<file path="config.mk">
export PLATFORM = sky130hd
export DESIGN_NAME = generador_de_tono_flat
export DESIGN_NICKNAME = d
export VERILOG_FILES = /design/src/rtl/generador_de_tono_if.sv /design/src/rtl/generador_de_tono.sv /design/src/flat_wrapper.sv
export SDC_FILE = /design/constraint.sdc
export NUM_CORES = 1
export LEC_CHECK = 0
export ABC_AREA = 1
export BUFFER_PORTS_ARGS = -buffer_cell sky130_fd_sc_hd__buf_2
export CELL_PAD_IN_SITES_DETAIL_PLACEMENT = 0
export CELL_PAD_IN_SITES_GLOBAL_PLACEMENT = 1
export CORE_MARGIN = 5
export CORE_UTILIZATION = 30
export DETAILED_ROUTE_END_ITERATION = 7
export GPL_TIMING_DRIVEN = 0
export PLACE_DENSITY_LB_ADDON = 0.08
export SYNTH_ARGS = -nofsm -noshare
export SYNTH_HDL_FRONTEND = slang
export SYNTH_SLANG_ARGS = --single-unit
</file>
<file path="constraint.sdc">
create_clock -name clk -period 2.6 [get_ports clk]
set_clock_uncertainty 0.1 [all_clocks]
set_input_delay 0.65 -clock clk [delete_from_list [all_inputs] [get_ports clk]]
set_output_delay 0.65 -clock clk [all_outputs]
set_load 0.005 [all_outputs]
</file>
<file path="src/rtl/generador_de_tono_if.sv">
// Load/observe bundle of the tone synthesizer: the sequencer drives a frequency
// and a load strobe, the synthesizer reports idle, the buzzer pin and the half-period.
interface generador_de_tono_if #(
  parameter int FREQ_W = 10,
  parameter int Q_W    = 25
);
  logic [FREQ_W-1:0] frecuencia;
  logic              cargar;
  logic              listo;
  logic              buzzer;
  logic [Q_W-1:0]    semiperiodo;

  modport master (output frecuencia, cargar, input listo, buzzer, semiperiodo);
  modport slave  (input frecuencia, cargar, output listo, buzzer, semiperiodo);
endinterface

</file>
<file path="src/rtl/generador_de_tono.sv">
// Square-wave tone synthesizer: serial restoring divider turns Hz into a half-period,
// and a toggle counter plays it; new half-periods are swapped in only at a toggle.
module generador_de_tono #(
  parameter int CLK_HZ = 50_000_000,
  parameter int FREQ_W = 10,
  parameter int Q_W    = 25
) (
  input  logic              clk,
  input  logic              rst,
  generador_de_tono_if.slave tono
);
  typedef enum logic [1:0] {REPOSO, DIVIDIR, PENDIENTE} estado_t;

  localparam int             PW        = $clog2(Q_W);
  localparam logic [Q_W-1:0] DIVIDENDO = Q_W'(CLK_HZ / 2);

  estado_t           estado;
  logic [Q_W:0]      resto;
  logic [Q_W-1:0]    dividendo, cociente, pendiente, contador, semi;
  logic [FREQ_W-1:0] divisor;
  logic [PW-1:0]     paso;
  logic              listo, buzzer;

  logic [Q_W:0]      resto_sh, resto_nx;
  logic [Q_W-1:0]    cociente_nx, q_final;
  logic              ajuste, vuelta;

  // One restoring-division iteration, MSB of the dividend shifted in first.
  always_comb begin
    resto_sh    = {resto[Q_W-1:0], dividendo[Q_W-1]};
    ajuste      = resto_sh >= (Q_W+1)'(divisor);
    resto_nx    = ajuste ? resto_sh - (Q_W+1)'(divisor) : resto_sh;
    cociente_nx = {cociente[Q_W-2:0], ajuste};
    q_final     = (cociente_nx == '0) ? Q_W'(1) : cociente_nx;
    vuelta      = (semi != '0) && (contador == semi - Q_W'(1));
  end

  always_ff @(posedge clk) begin
    if (rst) begin
      estado    <= REPOSO;
      listo     <= 1'b1;
      buzzer    <= 1'b0;
      semi      <= '0;
      contador  <= '0;
      resto     <= '0;
      dividendo <= '0;
      cociente  <= '0;
      pendiente <= '0;
      divisor   <= '0;
      paso      <= '0;
    end else begin
      if (semi != '0) begin
        if (vuelta) begin
          contador <= '0;
          buzzer   <= ~buzzer;
        end else begin
          contador <= contador + Q_W'(1);
        end
      end

      case (estado)
        REPOSO: if (tono.cargar) begin
          if (tono.frecuencia == '0) begin
            semi     <= '0;
            contador <= '0;
            buzzer   <= 1'b0;
          end else begin
            divisor   <= tono.frecuencia;
            dividendo <= DIVIDENDO;
            resto     <= '0;
            cociente  <= '0;
            paso      <= PW'(Q_W - 1);
            estado    <= DIVIDIR;
            listo     <= 1'b0;
          end
        end
        DIVIDIR: begin
          resto     <= resto_nx;
          cociente  <= cociente_nx;
          dividendo <= dividendo << 1;
          paso      <= paso - PW'(1);
          if (paso == '0) begin
            // From silence there is no phase to preserve, so apply at once.
            if (semi == '0) begin
              semi     <= q_final;
              contador <= '0;
              estado   <= REPOSO;
              listo    <= 1'b1;
            end else begin
              pendiente <= q_final;
              estado    <= PENDIENTE;
            end
          end
        end
        PENDIENTE: if (vuelta) begin
          semi     <= pendiente;
          contador <= '0;
          estado   <= REPOSO;
          listo    <= 1'b1;
        end
        default: begin
          estado <= REPOSO;
          listo  <= 1'b1;
        end
      endcase
    end
  end

  assign tono.listo       = listo;
  assign tono.buzzer      = buzzer;
  assign tono.semiperiodo = semi;
endmodule

</file>
<file path="src/flat_wrapper.sv">
// flat-port wrapper written by rule: the top's interface ports become plain ports
module generador_de_tono_flat 
#(
  parameter int CLK_HZ = 50_000_000,
  parameter int FREQ_W = 10,
  parameter int Q_W    = 25
)
  (clk, rst, tono_frecuencia, tono_cargar, tono_listo, tono_buzzer, tono_semiperiodo);
  generador_de_tono_if #(.FREQ_W(FREQ_W), .Q_W(Q_W)) tono_i ();
  input  logic clk;
  input  logic rst;
  input wire logic [$bits(tono_i.frecuencia)-1:0] tono_frecuencia;
  input wire logic [$bits(tono_i.cargar)-1:0] tono_cargar;
  output wire logic [$bits(tono_i.listo)-1:0] tono_listo;
  output wire logic [$bits(tono_i.buzzer)-1:0] tono_buzzer;
  output wire logic [$bits(tono_i.semiperiodo)-1:0] tono_semiperiodo;
  assign tono_i.frecuencia = tono_frecuencia;
  assign tono_i.cargar = tono_cargar;
  assign tono_listo = tono_i.listo;
  assign tono_buzzer = tono_i.buzzer;
  assign tono_semiperiodo = tono_i.semiperiodo;
  generador_de_tono #(.CLK_HZ(CLK_HZ), .FREQ_W(FREQ_W), .Q_W(Q_W)) u_core (.clk(clk), .rst(rst), .tono(tono_i));
endmodule
</file>
==> flow_summary_export.csv <==
group,metric,value,unit
critical_path,critPathCaptureType,"flip-flop",
sta,fmax,389,MHz
route,firstDrtPassIters,7,
power_and_ir_drop,finalPower,14.8,mW
final_layout,nets,1354,
hold_path,hold_start,"u_core.pendiente[24]",
critical_path,r2r-end,"u_core.tono.semiperiodo[22]",
placement,place_ws,-718,ps
sta,setup_violations,0,
grt,met1_usage,26.0,%
power_and_ir_drop,power_density,1410,nW/um^2
sta,worst_hold_slack,352,ps
clock_network,h-tree-depth,4,
final_layout,antenna_cells,0,
placement,numPlacedInstances,1653,
sta,period_share,98.9,%
hold_path,whs_path_depth,2,
die,fp.dieW,179,um
die,ioPinCount,40,
clock_network,cts_tree,"yes",
critical_path,cp.arrival,2850,ps
critical_path,path_max_fanout,5,
hold_path,hold_path_class,"reg -> reg",
critical_path,crit_family,"simple AND/OR/NAND/NOR gates",
placement,place.gp.congestion,0.825,
critical_path,timing.rr.start,"u_core.tono.semiperiodo[1]",
clock_network,clock-sinks,162,
grt,track_usage,17.2,%
clock_network,clk-insertion-delay-late,440,ps
critical_path,critPathBufInv,4,
sta,setup_tns,0,ps
critical_path,worst-r2r-setup-slack,30,ps
die,rows,61,
synth,synth_cell_types,47,
grt,grt-ovfl-total,0,
clock_network,root_buffer,"clkbuf_16",
grt,grt_pass1_wl,42.6,mm
synth,synth-seq-cells,162,
sta,layout_setup_ws,28.0,ps
grt,antenna_found_initial,0,
hold_path,whs_endpoint,"u_core.pendiente[24]",
power_and_ir_drop,p_leak,4.37,nW
final_layout,nFillCells,3060,
synth,yosysSeqAreaShare,38.0,%
final_layout,final_cell_count_no_fill,1713,
critical_path,worstSetupStartpointType,"flip-flop",
status,status,"finished clean",
critical_path,cp_cell_sequence,"inv_4, ha_4, nand2_8, nor2_8, nand2_2, clkinv_1, nand2_1, nand2_1, nand2_2, nand2_1, nand3_2, nor2_4, nand3_4, nand2_4, nand2_4, buf_12, nor2_8, buf_6, nand2_4, o21ai_2",
route,vias,8150,
clock_network,cts_hold_buf,0,
route,antenna_left,0,
die,die_y,179,um
clock_network,cts_buffers,17,
critical_path,crit_start,"u_core.tono.semiperiodo[1]",
final_layout,area_delta_synth_final,23.1,%
final_layout,fin_area,10500,um^2
route,wl_per_cell,15.9,um
placement,port_buffers,38,
placement,detailed_place_hpwl,21.0,mm
die,dieArea,31900,um^2
sta,max_slew_margin,51.5,%
final_layout,seqCellArea,3280,um^2
synth,syn_inst,1237,
final_layout,multiInputGateArea,4920,um^2
grt,grt_max_degree,18,
sta,hold_viol,0,
clock_network,clockBufferDepth,2,
route,drt_iter0_drc,514,
synth,async_flop_share,0,%
power_and_ir_drop,irDropWorstVdd,1.03,mV
route,routed_wl,27.3,mm
final_layout,drive_gt1_share,17.7,%
placement,place_area,9200,um^2
route,via_per_inst,4.76,
critical_path,cp_slowest_stage_delay,360,ps
critical_path,reg2regPathDepth,20,
synth,yosysWarnings,0,
synth,synth_ff_type,"dfxtp_1",
grt,grt_pass1_vias,7575,
sta,maxSlewViolCount,0,
synth,syn_nets,1269,
clock_network,clk_pin_slew,80,ps
synth,syn_area_per_cell,6.90,um^2
sta,rsz0062_at_grt,"yes",
die,start_util,30.6,%
grt,use_met3,2.57,%
sta,worstMarginPinSlew,728,ps
job,drv_cap,0,
sta,finalWorstPathRequiredPeriod,2570,ps
route,drc,0,
grt,busiest_layer,"met1",
die,core,27900,um^2
critical_path,crit_slowest_cell,"dfxtp_4",
synth,synth_edf_count,0,
synth,synth_area,8540,um^2
critical_path,worst_ep_required_time,2880,ps
final_layout,finalCoreUtilization,37.6,%
critical_path,critPathKind,"reg -> reg",
grt,grtUsageMet2,25.9,%
-- cell type report --
cell class / count / area share, %
buffer: 50 / 2.51
clock buffer: 17 / 4.05
clock inverter: 15 / 1.55
inverter: 141 / 5.13
multi-input combinational: 884 / 46.8
sequential: 162 / 31.2
tap: 378 / 4.50
timing repair buffer: 66 / 4.20
-- layout by cell type (no fill, tap or decap), drive strengths merged, types with 15 or more instances in the layout --
cell and n:
nand4 15, clkbuf 60, xnor2 22, nand2 282, xor2 29, nor2 128, o21ai 102, buf 73
a21oi 131, nand3 78, inv 143, nor3 23, dfxtp 162, ha 18
-- what timing repair did --
item,4_1_cts,5_1_grt
buffers inserted,10,16
pin swaps,6,26
gates cloned,2,1
endpoints found under the setup margin,116,130
gates resized for setup,49,118
-- synth_stat cells (2+ instances only) --
cell type    n  share of area (%)
a21oi_1    130                7.6
a31oi_1      2               0.15
or2_2        2               0.15
xor2_1      29                3.0
buf_1        3               0.13
nor2_4       3               0.40
clkinv_1     5               0.22
nand4_1     15                1.1
nor2_1     118                5.2
nor4_1       7               0.51
o211ai_1    11               0.97
o21ai_1      6               0.35
nand2_1    275                 12
buf_6        2               0.26
ha_1        18                2.6
inv_1      136                6.0
nor3_1      21                1.2
clkbuf_1    43                1.9
nor2_2       4               0.29
a221oi_1     5               0.51
nor3b_1      2               0.18
nand3_2      2               0.23
nand3_1     76                4.5
o21ai_2      3               0.31
nor2_8       2               0.47
dfxtp_1    162                 38
xnor2_1     22                2.3
o21ai_0     93                5.5
nor3_2       2               0.23
nand3b_1     4               0.35
a21o_1       2               0.18
a22oi_1     11               0.97
buf_2        2               0.12
nand2_2      6               0.44
-- cells by family (layout without fill, tap and decap cells) --
logic type	count (synthesis)	count (layout)	synth area share (%)
adders and majority gates	19	19	2.87
and+or+nand+nor	540	541	27.4
AOI/OAI and AO/OA	272	272	17.5
xor gates and xnor gates	52	52	5.51
DFF	162	162	38.0
buffers and inverters	192	289	8.69
-- routing by layer --
layer	share of wire (%)	wire length [um]	up-vias
met5	0	0	-
met4	0.80	218	0
met2	43	11800	107
met3	2.5	691	16
met1	53	14500	3771
li1	-	-	4256
-- worst reg2reg max path, delay by kind of cell, from the launching register on --
kind / cells / cell delay, ps
simple gates: 14 / 1340
buf+inv: 4 / 460
flops: 1 / 360
fa+ha+maj: 1 / 190
compound gates: 1 / 60
-- registers in the layout, summed over array words and instances (netlist names) --
| signal | count |
|---|---|
| u_core.cociente | 24 |
| u_core.dividendo | 19 |
| u_core.paso | 5 |
| u_core.tono.buzzer | 1 |
| u_core.resto | 25 |
| u_core.contador | 25 |
| u_core.divisor | 10 |
| u_core.estado | 2 |
| u_core.pendiente | 25 |
| u_core.tono.semiperiodo | 25 |
| u_core.tono.listo | 1 |
-- report_power, final --
part	total, mW	switching, mW	internal (mW)
clock network	2.55	1.19	1.36
registers	3.38	0.389	2.99
logic	8.86	5.69	3.17
-- worst max path at each step --
stage,to,slack [ps],cells past startpoint
6_report,u_core.tono.semiperiodo[22],30,20
4_1_cts,u_core.resto[23],6,11
3_3_place_gp,u_core.dividendo[14],-750,10
5_1_grt,u_core.tono.semiperiodo[22],-110,19
3_5_place_dp,u_core.dividendo[14],-720,10
2_1_floorplan,u_core.resto[2],170,13
Note: power is estimated with default switching activity, not from simulation.
